### config.mk
export PLATFORM = sky130hd
export DESIGN_NAME = as_master_bpi
export DESIGN_NICKNAME = d
export VERILOG_FILES = /design/src/rtl/as_pack.sv /design/src/rtl/as_master_bpi.sv
export SDC_FILE = /design/constraint.sdc
export NUM_CORES = 1
export LEC_CHECK = 0
export CAP_MARGIN = 5
export CORE_AREA = 2 2 162 164
export CTS_CLUSTER_SIZE = 10
export DETAILED_ROUTE_END_ITERATION = 16
export DIE_AREA = 0 0 164 166
export PLACE_DENSITY = 0.66
export SLEW_MARGIN = 20
export SYNTH_ARGS = -nofsm -noshare
export SYNTH_HDL_FRONTEND = slang
export SYNTH_SLANG_ARGS = --single-unit
### constraint.sdc
create_clock -name clk_i -period 1.29 [get_ports clk_i]
set_input_delay 0.3225 -clock clk_i [delete_from_list [all_inputs] [get_ports clk_i]]
set_output_delay 0.3225 -clock clk_i [all_outputs]
set_load 0.005 [all_outputs]
### src/rtl/as_pack.sv
// as_pack -- shared types and default widths for the as_master_bpi Wishbone master.
//   reg_width   : default data width
//   daddr_width : default address width
//   wbdSel      : default byte-select width (reg_width/8)
//   state_e     : master FSM state encoding
package as_pack;

  localparam int reg_width   = 64;
  localparam int daddr_width = 64;
  localparam int wbdSel      = reg_width / 8;

  typedef enum logic {
    ST_IDLE = 1'b0,
    ST_BUS  = 1'b1
  } state_e;

endpackage

### src/rtl/as_master_bpi.sv
// as_master_bpi -- single-transfer Wishbone master driven by a simple core
// read/write request interface.
//
// Ports
//   clk_i, rst_i              : clock, synchronous active-high reset
//   rd_i, wr_i                : core read / write request (both high => write)
//   addr_i, wdat_i, sel_i     : core address, write data, byte selects
//   rdat_o                    : read data (updated on read completion only)
//   busy_o                    : transfer in progress
//   done_o                    : one-cycle completion pulse
//   err_o                     : completion was a timeout (qualified by done_o)
//   wbAdr_o..wbCyc_o          : registered Wishbone master outputs
//   wbDat_i, wbAck_i          : Wishbone slave read data and acknowledge
//
// Build option
//   AS_MBPI_TIMEOUT_EN : when defined, a transfer with no ack for TIMEOUT bus
//                        cycles is terminated with done_o=1, err_o=1, rdat_o=0.
//                        When undefined the bus waits for ack indefinitely.
module as_master_bpi
  import as_pack::*;
#(
  parameter int ADDR_W  = daddr_width,
  parameter int DATA_W  = reg_width,
  parameter int SEL_W   = wbdSel,
  parameter int TIMEOUT = 255
) (
  input  logic              clk_i,
  input  logic              rst_i,
  input  logic              rd_i,
  input  logic              wr_i,
  input  logic [ADDR_W-1:0] addr_i,
  input  logic [DATA_W-1:0] wdat_i,
  input  logic [SEL_W-1:0]  sel_i,
  output logic [DATA_W-1:0] rdat_o,
  output logic              busy_o,
  output logic              done_o,
  output logic              err_o,
  output logic [ADDR_W-1:0] wbAdr_o,
  output logic [DATA_W-1:0] wbDat_o,
  output logic [SEL_W-1:0]  wbSel_o,
  output logic              wbWe_o,
  output logic              wbStb_o,
  output logic              wbCyc_o,
  input  logic [DATA_W-1:0] wbDat_i,
  input  logic              wbAck_i
);

  if (TIMEOUT < 1) begin : g_bad_timeout
    $error("as_master_bpi: TIMEOUT must be at least 1");
  end

  state_e            state_q, state_d;
  logic              cyc_q, cyc_d;
  logic              we_q, we_d;
  logic [ADDR_W-1:0] adr_q, adr_d;
  logic [DATA_W-1:0] dat_q, dat_d;
  logic [SEL_W-1:0]  sel_q, sel_d;
  logic [DATA_W-1:0] rdat_q, rdat_d;
  logic              done_q, done_d;

`ifdef AS_MBPI_TIMEOUT_EN
  localparam int CNT_W = $clog2(TIMEOUT + 1);
  // cnt_q holds the number of bus cycles already spent before the current one,
  // so the TIMEOUT-th bus cycle is the one where cnt_q == TIMEOUT-1.
  localparam logic [CNT_W-1:0] CNT_LAST = CNT_W'(TIMEOUT - 1);
  logic [CNT_W-1:0]  cnt_q, cnt_d;
  logic              err_q, err_d;
`endif

  always_comb begin
    state_d = state_q;
    cyc_d   = cyc_q;
    we_d    = we_q;
    adr_d   = adr_q;
    dat_d   = dat_q;
    sel_d   = sel_q;
    rdat_d  = rdat_q;
    done_d  = 1'b0;
`ifdef AS_MBPI_TIMEOUT_EN
    cnt_d   = cnt_q;
    err_d   = 1'b0;
`endif
    unique case (state_q)
      ST_IDLE: begin
        // wr_i wins when both requests are high.
        if (rd_i | wr_i) begin
          state_d = ST_BUS;
          cyc_d   = 1'b1;
          we_d    = wr_i;
          adr_d   = addr_i;
          dat_d   = wdat_i;
          sel_d   = sel_i;
`ifdef AS_MBPI_TIMEOUT_EN
          cnt_d   = '0;
`endif
        end
      end
      ST_BUS: begin
        // Ack takes priority over a timeout landing in the same cycle.
        if (wbAck_i) begin
          state_d = ST_IDLE;
          cyc_d   = 1'b0;
          done_d  = 1'b1;
          if (!we_q) rdat_d = wbDat_i;
        end
`ifdef AS_MBPI_TIMEOUT_EN
        else if (cnt_q == CNT_LAST) begin
          state_d = ST_IDLE;
          cyc_d   = 1'b0;
          done_d  = 1'b1;
          err_d   = 1'b1;
          rdat_d  = '0;
        end else begin
          cnt_d   = cnt_q + CNT_W'(1);
        end
`endif
      end
      default: begin
        state_d = ST_IDLE;
        cyc_d   = 1'b0;
      end
    endcase
  end

  always_ff @(posedge clk_i) begin
    if (rst_i) begin
      state_q <= ST_IDLE;
      cyc_q   <= 1'b0;
      we_q    <= 1'b0;
      adr_q   <= '0;
      dat_q   <= '0;
      sel_q   <= '0;
      rdat_q  <= '0;
      done_q  <= 1'b0;
`ifdef AS_MBPI_TIMEOUT_EN
      cnt_q   <= '0;
      err_q   <= 1'b0;
`endif
    end else begin
      state_q <= state_d;
      cyc_q   <= cyc_d;
      we_q    <= we_d;
      adr_q   <= adr_d;
      dat_q   <= dat_d;
      sel_q   <= sel_d;
      rdat_q  <= rdat_d;
      done_q  <= done_d;
`ifdef AS_MBPI_TIMEOUT_EN
      cnt_q   <= cnt_d;
      err_q   <= err_d;
`endif
    end
  end

  // cyc is high exactly while in BUS, so it doubles as stb and busy.
  assign wbCyc_o = cyc_q;
  assign wbStb_o = cyc_q;
  assign busy_o  = cyc_q;
  assign wbWe_o  = we_q;
  assign wbAdr_o = adr_q;
  assign wbDat_o = dat_q;
  assign wbSel_o = sel_q;
  assign rdat_o  = rdat_q;
  assign done_o  = done_q;
`ifdef AS_MBPI_TIMEOUT_EN
  assign err_o   = err_q;
`else
  assign err_o   = 1'b0;
`endif

endmodule
==> metrics.cfg, run 1 <==
[drt]
vias_per_cell = 4.48
drt.antenna.violating_nets = 0
wl_per_cell_um = 15.9
via_count = 7453
routed_wl_um = 26400
drc = 0
drt_iter0_markers = 372
firstDrtPassIters = 4

[synth]
syn_inst = 890
synth_common_cells = nand2_1, dfxtp_1, a21oi_1
synth-seq-cells = 204
synthFlopType = dfxtp_1
yosys_warnings = 0
ys_seq_area_share_pct = 55.6
synth_top_cell_area_share_pct = 55.6
synth_xor_xnor_area_share_pct = 0
syn_nets = 1095
synth_top_family_by_area = simple AND/OR/NAND/NOR gates
ys_types = 23
syn_area_mm2 = 0.00735
synthMuxAreaShare_pct = 0
yosysMostFrequentCell = nand2_1
yosys.area_share.adder_pct = 0
yosys.area_share.simple_pct = 21.3
async_flop_share_pct = 0
avgSynthCellArea_um2 = 8.26
synth-compound-area-share_pct = 16.3
synth_edf_count = 0
yosys.area.top_type = dfxtp_1
synth.area.top_cells = dfxtp_1, nand2_1, a21oi_1

[worst_hold_path]
hp-start = rst_i
min_path_type = primary input to flop

[global_route]
grt_pass1_vias = 6977
antenna_found_initial = 0
overflow = 0
grt_max_degree = 65
grt_first_pass_wirelength_um = 38200
grt_usage_pct = 17.4

[clock_tree]
h-tree-depth = 1
cts_tree = built
worstSkewPairLatency_ps = 510
clk_pin_slew_ps = 60
cts-root-buf = clkbuf_16
cts_hold_buffers = 0
numCtsBuffers = 24
clockBufferDepth = 3
clock_sinks = 204

[floorplan]
pin_count = 411
die_height_um = 166
die_w_um = 164
start_util_pct = 28.7
core_area_mm2 = 0.0256
placementRows = 59
die_area_mm2 = 0.0272

[run_status]
violations = negative setup slack
outcome = finished, violations left

[setup_path]
r2r_start = wbWe_o
worst_path_largest_cell_delay_ps = 360
start_kind = flop
path_cells = buf_6
critPathSlowestCell = dfxtp_4
cp.arrival_ps = 990
cp_num_buf_inv = 1
worstPathMaxFanout = 4
cp.required_ps = 970
crit_start = busy_o
crit_family = flip-flops
path_class = flop to output pin
endpoint_kind = output pin

[timing]
drv_slew = 0
skew_ps = 11.3
timing.final.crit_period_ps = 1320
setup_viol = 5
grt_setup_unrepaired = true
timing.final.crit_share_pct = 102
max_freq_ghz = 0.759
final_hold_viol_count = 0
setup_ws_ps = -27.1

[power]
power_w = 0.0159
ir_drop_mv = 0.886
p_comb_share_pct = 18.3
p_leak_nw = 5.36
clockPowerShare_pct = 37.5
powerDensity_mw_per_mm2 = 1230
p_int_w = 0.0120
sw_frac_of_total_pct = 24.6
power_frac_seq_pct = 44.3
switching_power_w = 0.00391

[cells_and_area]
layout.nets = 1528
diodes = 0
final_util_pct = 50.6
n_fill_cell = 2445
area_growth_pct = 76.4
multi_input_area_mm2 = 0.00280
drive_gt1_share_pct = 42.4
ff_latch_area_mm2 = 0.00434

[placed_design]
port_buffers = 409
hpwl_um = 17900
gp_congestion = 0.781

[job]
drv_cap = 0

-- layout by cell type, fill, tap and decap left out --
cell type        Yosys  layout
nand2_1            391     391
clkdlybuf4s50_1      0     203
dfxtp_2              0     202
a21oi_1            163     156
buf_6               13     144
buf_2               21      67
a21oi_2             39      46
buf_4               12      44
clkbuf_16            0      29
buf_12               1      15
nand2_2             10      10
clkbuf_1            17       4
nor2_1               2       2
o21ba_4              1       1
o21bai_4             0       1
and3b_2              0       1
nand3b_1             1       1
nor3_1               1       1
a211oi_1             1       1
inv_1                1       1
o21ai_0              1       1
nand2b_1             1       1
conb_1               1       1
dfxtp_4              0       1
clkbuf_8             0       1
dfxtp_1            204       1
buf_16               0       1
-- registers in the layout, summed over array words and instances (netlist names) --
| signal | flops |
|---|---|
| wbDat_o | 64 |
| done_o | 1 |
| wbSel_o | 8 |
| wbWe_o | 1 |
| wbAdr_o | 64 |
| busy_o | 1 |
| rdat_o | 64 |
| state_q | 1 |
-- what timing repair did --
action | CTS | global route
pin swaps | 1 | 0
cloned | 0 | 4
endpoints found under the setup margin | 207 | 210
setup buffers | 14 | 9
gates resized for setup | 1116 | 61
-- kinds of logic after synthesis --
group           Yosys count
compound gates          206
buf+inv                  72
other cells               1
simple gates            407
flops                   204
-- metrics by stage --
step	TNS [ps]	hold slack, ps	worst slack, ps	area [um^2]	std cells
after CTS	-443	126	-68.6	12500	1649
after detailed placement	-77100	446	-450	11900	1605
after global placement	-75180	441	-439	11900	1605
final	-96.6	137	-27.1	13000	1662
after global routing	-1530	144	-61.7	13000	1662
after floorplan	0	426	56.1	7350	890
-- power by group through the flow --
stage | Sequential, W | Combinational, W | Clock, W
after floorplan | 0.00706 | 0.00101 | 0
after global placement | 0.00702 | 0.00280 | 0
after detailed placement | 0.00704 | 0.00282 | 0
after CTS | 0.00701 | 0.00271 | 0.00614
after global routing | 0.00707 | 0.00313 | 0.00638
final | 0.00703 | 0.00290 | 0.00595
-- metal layers --
metal  GRT usage (%)  wire length (um)
met5               0                 0
met4            6.25               929
met3            5.09              2120
met1            19.8             10300
met2            30.8             13000
-- path summary, 6_finish.rpt --
kind                      to  slack (ps)  cells after the start
hold / removal     rdat_o[3]         140                      2
setup / recovery     wbStb_o         -30                      1
setup reg to reg  rdat_o[63]          10                      6
hold reg to reg   rdat_o[16]         450                      2
-- final cells by class --
type,instances,area share [%]
Tap cell,335,3.23
Multi-Input combinational cell,614,21.6
Inverter,1,0.0289
Timing Repair Buffer,478,36.6
Sequential cell,204,33.5
Clock buffer,30,5.05
Note: power is estimated with default switching activity, not from simulation.
==> run 2: changes to the inputs <==
--- a/config.mk
+++ b/config.mk
@@ -5,7 +5,6 @@
 export SDC_FILE = /design/constraint.sdc
 export NUM_CORES = 1
 export LEC_CHECK = 0
-export CAP_MARGIN = 5
 export CORE_AREA = 2 2 162 164
 export CTS_CLUSTER_SIZE = 10
 export DETAILED_ROUTE_END_ITERATION = 16
==> results of run 2 <==
Final layout, timing and power as in run 1 (identical DEF).
